--- src/rtl/shift_load_arb.sv ---
// Round-robin arbiter that feeds a 4-stage, 4-bit shift chain one 16-bit word at a time.
// Each word goes in most-significant nibble first, then the chain is frozen for HOLD cycles.
module shift_load_arb #(
    parameter int HOLD = 2
) (
    input  logic        clk,
    input  logic        reset,
    input  logic        a_valid,
    input  logic [15:0] a_data,
    output logic        a_ready,
    input  logic        b_valid,
    input  logic [15:0] b_data,
    output logic        b_ready,
    output logic        sh_enable,
    output logic [3:0]  sh_din,
    output logic        busy,
    output logic        done,
    output logic        done_id
);
    typedef enum logic [1:0] {ST_IDLE, ST_LOAD, ST_HOLD} state_t;

    localparam logic [3:0] HOLD_LAST = 4'(HOLD - 1);

    state_t      state_q, state_d;
    logic [1:0]  k_q, k_d;
    logic [3:0]  cnt_q, cnt_d;
    logic [15:0] word_q, word_d;
    logic        grant_q, grant_d;   // last requester granted: 0 = A, 1 = B
    logic        id_q, id_d;
    logic        a_win, b_win;

    // A requester wins if it is alone or if the other one was served last.
    assign a_win   = a_valid & (~b_valid | grant_q);
    assign b_win   = b_valid & (~a_valid | ~grant_q);
    assign a_ready = ~reset & (state_q == ST_IDLE) & a_win;
    assign b_ready = ~reset & (state_q == ST_IDLE) & b_win;

    always_comb begin
        state_d = state_q;
        k_d     = k_q;
        cnt_d   = cnt_q;
        word_d  = word_q;
        grant_d = grant_q;
        id_d    = id_q;
        case (state_q)
            ST_IDLE: begin
                if (a_ready) begin
                    word_d  = a_data;
                    grant_d = 1'b0;
                    id_d    = 1'b0;
                    k_d     = 2'd0;
                    state_d = ST_LOAD;
                end else if (b_ready) begin
                    word_d  = b_data;
                    grant_d = 1'b1;
                    id_d    = 1'b1;
                    k_d     = 2'd0;
                    state_d = ST_LOAD;
                end
            end
            ST_LOAD: begin
                k_d = k_q + 2'd1;
                if (k_q == 2'd3) begin
                    cnt_d   = 4'd0;
                    state_d = ST_HOLD;
                end
            end
            ST_HOLD: begin
                cnt_d = cnt_q + 4'd1;
                if (cnt_q == HOLD_LAST) begin
                    state_d = ST_IDLE;
                end
            end
            default: state_d = ST_IDLE;
        endcase
    end

    always_ff @(posedge clk) begin
        if (reset) begin
            state_q <= ST_IDLE;
            k_q     <= 2'd0;
            cnt_q   <= 4'd0;
            word_q  <= 16'h0000;
            grant_q <= 1'b1;
            id_q    <= 1'b0;
        end else begin
            state_q <= state_d;
            k_q     <= k_d;
            cnt_q   <= cnt_d;
            word_q  <= word_d;
            grant_q <= grant_d;
            id_q    <= id_d;
        end
    end

    // Chain-side outputs decode registered state only.
    always_comb begin
        sh_din = 4'h0;
        if (state_q == ST_LOAD) begin
            case (k_q)
                2'd0:    sh_din = word_q[15:12];
                2'd1:    sh_din = word_q[11:8];
                2'd2:    sh_din = word_q[7:4];
                default: sh_din = word_q[3:0];
            endcase
        end
    end

    assign sh_enable = (state_q == ST_LOAD);
    assign busy      = (state_q != ST_IDLE);
    assign done      = (state_q == ST_HOLD) && (cnt_q == 4'd0);
    assign done_id   = id_q;

endmodule

--- config.mk ---
export PLATFORM = sky130hd
export DESIGN_NAME = shift_load_arb
export DESIGN_NICKNAME = d
export VERILOG_FILES = /design/src/rtl/shift_load_arb.sv
export SDC_FILE = /design/constraint.sdc
export NUM_CORES = 1
export LEC_CHECK = 0
export BUFFER_PORTS_ARGS = -buffer_cell sky130_fd_sc_hd__buf_4
export CORE_MARGIN = 2
export CORE_UTILIZATION = 25
export DETAILED_ROUTE_END_ITERATION = 16
export PLACE_DENSITY = 0.4
export SLEW_MARGIN = 20
export SYNTH_ARGS = -nofsm -noshare
export SYNTH_HDL_FRONTEND = slang
export SYNTH_SLANG_ARGS = --single-unit
--- constraint.sdc ---
create_clock -name clk -period 2.7 [get_ports clk]
set_clock_uncertainty 0.15 [all_clocks]
set_input_delay 0.135 -clock clk [delete_from_list [all_inputs] [get_ports clk]]
set_output_delay 0.135 -clock clk [all_outputs]
set_load 0.05 [all_outputs]
==> results of run 1 <==
==> registers in the layout, summed over array words and instances, names as in the netlist <==
name     flops
cnt_q        4
done_id      1
word_q      16
grant_q      1
state_q      2
k_q          2
==> worst max-delay path: stages, from the launching register on <==
cell,delay (ps)
dfxtp_1,420
or3_4,570
nor2_4,420
a311oi_1,150
dlygate4sd3_1,580
==> metal layers <==
metal	global-route usage (%)	vias to the layer above
li1	-	805
met5	0	-
met3	2.16	5
met4	4.18	0
met1	20.3	747
met2	20.1	40
==> placed cells by master, fill, tap and decap left out, drive strengths merged, types with 3 or more instances in the layout <==
cell type    count
a21oi           20
a222oi           4
a311oi          16
buf             48
clkbuf           3
dfxtp           26
dlygate4sd3     18
ha               7
inv              8
nand2            9
nand4           17
nor2             9
nor2b            3
nor3             4
o21a             6
o31ai           16
==> report_power, final <==
group	internal [W]	switching (W)	total, W	leakage, nW
registers	0.000411	0.0000213	0.000432	0.214
clock network	0.000100	0.000125	0.000225	0.0216
logic	0.000121	0.000147	0.000268	0.592
==> layout make-up <==
cell class	instances	share of cell area [%]
clock buffer	3	1.90
tap	77	4.44
inverter	8	1.38
sequential	26	24.0
timing repair buffer	66	24.9
multi-input combinational	129	43.4
==> synth_stat cells (6+ instances only) <==
cell	count
inv_1	8
ha_1	7
nand4_1	17
buf_2	8
a311oi_1	16
a21oi_1	20
o31ai_1	8
dfxtp_1	26
nor2_1	8
clkbuf_1	8
nand2_1	9
o21a_1	6
o31ai_2	8
==> per-stage QoR <==
stage               power, W  setup WS (ps)  hold WS [ps]
global route        0.000972            162          10.1
floorplan           0.000608            837           140
detailed placement  0.000688            841           275
finish              0.000925            302          1.04
global placement    0.000690            866           275
CTS                 0.000933            287       0.00769
==> logic make-up (layout without fill, tap and decap cells) <==
kind of cell	after synthesis	count (layout)
AOI/OAI and AO/OA	68	68
buffers and inverters	30	77
muxes	2	2
xor gates and xnor gates	1	1
adders and majority gates	7	7
DFF	26	26
and+or+nand+nor	51	51
==> path summary, 6_finish.rpt <==
check,endpoint,slack [ps],cells past startpoint
min,word_q[4]$_SDFFE_PP0P_,1,3
min reg2reg,done_id$_SDFFE_PP0P_,360,1
max,word_q[8]$_SDFFE_PP0P_,300,4
max reg2reg,word_q[8]$_SDFFE_PP0P_,300,4
==> flow_metrics.py, run 1 <==
metrics = {
    "final_layout": {
        "n_antenna_cell": 0,
        "instances_no_fill": 309,
        "fin_area_um2": 2170,
        "areaGrowthSynthToFinish_pct": 33.4,
        "drive_gt1_share_pct": 28.0,
        "fin_util_pct": 34.4,
        "register_area_um2": 520,
        "multi_input_area_um2": 942,
        "nNetsFinal": 277,
        "n_fill_cell": 692,
    },
    "routing": {
        "routed_wl_mm": 4.85,
        "wl_met1_mm": 2.51,
        "detail-route-antenna-nets": 0,
        "wire_per_inst_um": 15.7,
        "drt_iter0_drc": 119,
        "top_layer_used": "met4",
        "vias_per_cell": 5.17,
        "firstDrtPassIters": 5,
        "vias": 1597,
        "wl_met3_um": 195,
        "drc_errors": 0,
        "wl_met2_mm": 2.09,
    },
    "logic_synthesis": {
        "synthDistinctLibCells": 35,
        "seq_area_frac_synth_pct": 32.0,
        "async_reset_ff_share_pct": 0,
        "synth_area_um2": 1630,
        "synth_warnings": 0,
        "synthTopCellsByArea": "dfxtp_1 (32%), a311oi_1 (8.6%), nand4_1 (6.5%), a21oi_1 (6.1%), o31ai_2 (6.1%)",
        "synth_flop_cell": "dfxtp_1",
        "syn_nets": 228,
        "muxShareOfSynthArea_pct": 1.23,
        "synth_edf_count": 0,
        "synth_area_leader_cell": "dfxtp_1",
        "synth_top_area_share_pct": 32.0,
        "synth_top_family_by_area": "compound AO/OA/AOI/OAI gates",
        "synth_seq_cells": 26,
        "synth_xor_area_share_pct": 0.538,
        "synth_adder_area_share_pct": 5.38,
        "yosys.area_share.simple_pct": 17.9,
        "synth-compound-area-share_pct": 32.8,
        "syn_inst": 185,
        "post_synth.cell_area_avg_um2": 8.80,
    },
    "placement": {
        "hpwlAfterDp_mm": 3.41,
        "dp_cells": 288,
        "io_buffers": 45,
        "gp_congestion": 0.771,
        "placed_cell_area_um2": 1950,
    },
    "sta": {
        "period_minus_slack_ps": 2400,
        "hold_viol": 0,
        "max_slew_margin_pct": 54.0,
        "period_share_pct": 88.8,
        "rsz0062_at_grt": "false",
        "setup_viol": 0,
        "drv_slew": 0,
        "fin_tns_setup_ps": 0,
        "max_freq_mhz": 417,
        "tightest_slew_ps": 690,
    },
    "floorplan": {
        "start_util_pct": 25.8,
        "row_count": 29,
        "die_w_um": 84.7,
        "core-area_um2": 6310,
        "die_area_um2": 7170,
        "pin_count": 46,
        "die_h_um": 84.7,
    },
    "global_route": {
        "grt_max_degree": 27,
        "grt_usage_pct": 13.6,
        "antenna_found_initial": 0,
        "grt_pass1_wl_mm": 7.89,
        "grt_pass1_vias": 1623,
        "grt-ovfl-total": 0,
    },
    "clocking": {
        "clk_pin_slew_ps": 90,
        "clock_latency_ps": 270,
        "cts_setup_buffers": 0,
        "clock-root-buffer": "clkbuf_8",
        "htree_levels": 1,
        "cts_buffers": 3,
        "cts-resized-gates": 0,
        "clock-sinks": 26,
        "cts_hold_buf": 18,
        "cts.path.max_buffers": 2,
        "cts_tree": "built",
    },
    "power": {
        "total_leakage_power_nw": 0.827,
        "cellPowerDensity_nw_per_um2": 426,
        "ir_drop_mv": 0.187,
    },
    "worst_hold_path": {
        "hold_class": "in -> reg",
        "hp-start": "a_data[4]",
    },
    "critical_path": {
        "critical_path_required_ps": 2720,
        "crit_type": "reg -> reg",
        "critPathLaunchType": "flop",
        "setup.worst_path.start": "state_q[1]$_SDFFE_PP0P_",
        "r2r_start": "state_q[1]$_SDFFE_PP0P_",
        "crit_fanout": 19,
        "cp.arrival_ps": 2420,
        "cp-end-kind": "flop",
    },
    "status": {
        "outcome": "finished, final reports clean",
    },
    "run": {
        "maxCapViolations": 0,
    },
}
No activity file was read; power rests on OpenSTA's default activity.
==> run 2, diff against run 1 <==
--- a/config.mk
+++ b/config.mk
@@ -6,7 +6,6 @@
 export NUM_CORES = 1
 export LEC_CHECK = 0
 export BUFFER_PORTS_ARGS = -buffer_cell sky130_fd_sc_hd__buf_4
-export CORE_MARGIN = 2
 export CORE_UTILIZATION = 25
 export DETAILED_ROUTE_END_ITERATION = 16
 export PLACE_DENSITY = 0.4
==> constraint.sdc (replaced) <==
create_clock -name clk -period 2.7 [get_ports clk]
set_clock_uncertainty 0.15 [all_clocks]
set_input_delay 0.135 -clock clk [delete_from_list [all_inputs] [get_ports clk]]
set_output_delay 0.135 -clock clk [all_outputs]
set_load 0.1 [all_outputs]
==> run 2 against run 1 <==
Count of clock-buffer cells in the layout increased by 1. First-iteration DRC count down 32%. Total power grew 9.0%. Maximum frequency shrank 1.6%. Via count grew 3.4%. Worst setup slack lost 38 ps. Sequential power is essentially flat. Cell area grew 3.6%. Critical path type unchanged.
==> flow_metrics.py, run 2 (same netlist as run 1, synthesis figures left out) <==
metrics = {
    "sta": {
        "setup_viol": 0,
        "tightest_slew_ps": 628,
        "max_slew_margin_pct": 58.1,
        "period_share_pct": 90.2,
        "rsz0062_at_grt": "false",
        "hold_viol": 0,
        "max_freq_mhz": 410,
        "period_minus_slack_ps": 2440,
        "fin_tns_setup_ps": 0,
        "drv_slew": 0,
    },
    "routing": {
        "drt_iter0_drc": 81,
        "firstDrtPassIters": 4,
        "vias_per_cell": 5.21,
        "drc_errors": 0,
        "routed_wl_mm": 5.03,
        "vias": 1651,
        "wire_per_inst_um": 15.9,
        "detail-route-antenna-nets": 0,
    },
    "placement": {
        "hpwlAfterDp_mm": 3.47,
        "dp_cells": 290,
        "io_buffers": 45,
        "gp_congestion": 0.721,
    },
    "clocking": {
        "clk_pin_slew_ps": 100,
        "cts_buffers": 3,
        "cts_setup_buffers": 0,
        "clock_latency_ps": 280,
        "cts_hold_buf": 23,
        "cts_tree": "built",
        "htree_levels": 1,
        "clock-sinks": 26,
        "clock-root-buffer": "clkbuf_8",
        "cts.path.max_buffers": 2,
        "cts-resized-gates": 0,
    },
    "critical_path": {
        "crit_type": "reg -> reg",
        "r2r-end": "word_q[8]$_SDFFE_PP0P_",
        "reg2reg_slack_ps": 260,
        "ff2ff_path_depth": 4,
        "setup.worst_path.start": "state_q[1]$_SDFFE_PP0P_",
        "critPathLaunchType": "flop",
        "cp-endpoint": "word_q[8]$_SDFFE_PP0P_",
        "critical_path_required_ps": 2720,
        "cp.arrival_ps": 2450,
        "crit_fanout": 19,
        "cp-end-kind": "flop",
        "r2r_start": "state_q[1]$_SDFFE_PP0P_",
    },
    "floorplan": {
        "core-area_um2": 6310,
        "row_count": 29,
        "start_util_pct": 25.8,
        "die_area_um2": 6840,
        "die_w_um": 82.7,
        "pin_count": 46,
        "die_h_um": 82.7,
    },
    "run": {
        "maxCapViolations": 0,
    },
    "final_layout": {
        "largest-register": "word_q",
        "register_area_um2": 520,
        "n_antenna_cell": 0,
        "nNetsFinal": 284,
        "fin_util_pct": 35.6,
        "largest_register_ffs": 16,
        "largestRegisters": "word_q x16, cnt_q x4",
        "instances_no_fill": 317,
        "n_fill_cell": 710,
        "areaGrowthSynthToFinish_pct": 38.2,
        "final_cell_mix": "buf_4 (50), dfxtp_1 (26), dlygate4sd3_1 (23), a21oi_1 (20), nand4_1 (17)",
        "drive_gt1_share_pct": 28.3,
        "layout_commonest_cell": "buf_4",
        "multi_input_area_um2": 942,
    },
    "power": {
        "ir_drop_mv": 0.206,
        "total_leakage_power_nw": 0.871,
        "cellPowerDensity_nw_per_um2": 448,
    },
    "global_route": {
        "use_met2_pct": 24.8,
        "grtUsageMet3_pct": 2.09,
        "grt_most_used_layer": "met2",
        "grt_pass1_vias": 1653,
        "antenna_found_initial": 0,
        "grt_usage_pct": 16.3,
        "grt_max_degree": 27,
        "grt-ovfl-total": 0,
        "use_met1_pct": 23.4,
        "grt_pass1_wl_mm": 8.30,
    },
    "status": {
        "outcome": "finished, final reports clean",
    },
    "worst_hold_path": {
        "hold_class": "in -> reg",
    },
}
## run 2: cell types whose count changed in the layout (fill, tap and decap cells not counted)
cell | before | now
buf_4 | 48 | 50
clkbuf_8 | 3 | 4
dlygate4sd3_1 | 18 | 23
## run 2: worst min-delay path by stage
stage                     from  slack, ps  cells past startpoint                       to
detailed placement   b_data[8]        280                      3   word_q[8]$_SDFFE_PP0P_
global placement     b_data[8]        270                      3   word_q[8]$_SDFFE_PP0P_
CTS                  a_data[5]          1                      3   word_q[5]$_SDFFE_PP0P_
finish              a_data[12]          2                      3  word_q[12]$_SDFFE_PP0P_
floorplan           b_data[12]        140                      2  word_q[12]$_SDFFE_PP0P_
global route        a_data[11]          4                      3  word_q[11]$_SDFFE_PP0P_
## run 2: area by class of cell
class | instances | share of cell area, %
clock buffer | 4 | 2.45
inverter | 8 | 1.33
multi-input combinational | 129 | 41.9
sequential | 26 | 23.1
tap | 77 | 4.28
timing repair buffer | 73 | 26.9
## run 2: stage by stage
| stage | power [W] | hold WS [ps] | area, um^2 | setup slack [ps] |
|---|---|---|---|---|
| 2_1_floorplan | 0.000640 | 140 | 1630 | 225 |
| 4_1_cts | 0.00102 | 1.14 | 2250 | 284 |
| 5_1_grt | 0.00106 | 4.09 | 2250 | 138 |
| 6_report | 0.00101 | 1.88 | 2250 | 264 |
| 3_5_place_dp | 0.000724 | 280 | 1960 | 841 |
| 3_3_place_gp | 0.000724 | 274 | 1960 | 875 |
## run 2: routing by layer
| layer | up-vias | share of wire (%) |
|---|---|---|
| met5 | - | 0 |
| met4 | 0 | 1.1 |
| met3 | 4 | 4.2 |
| met2 | 33 | 44 |
| met1 | 794 | 50 |
| li1 | 820 | - |
## run 2: critical path: stages (launching register included)
cell	delay, ps
dfxtp_1	420
or3_4	570
nor2_4	440
a311oi_1	150
dlygate4sd3_1	590
## run 2: power breakdown
part | internal (W) | leakage [nW] | total [W] | switching, W
Combinational | 0.000130 | 0.629 | 0.000312 | 0.000182
Clock | 0.000131 | 0.0288 | 0.000262 | 0.000132
Sequential | 0.000411 | 0.214 | 0.000434 | 0.0000232
Total | 0.000672 | 0.871 | 0.00101 | 0.000336
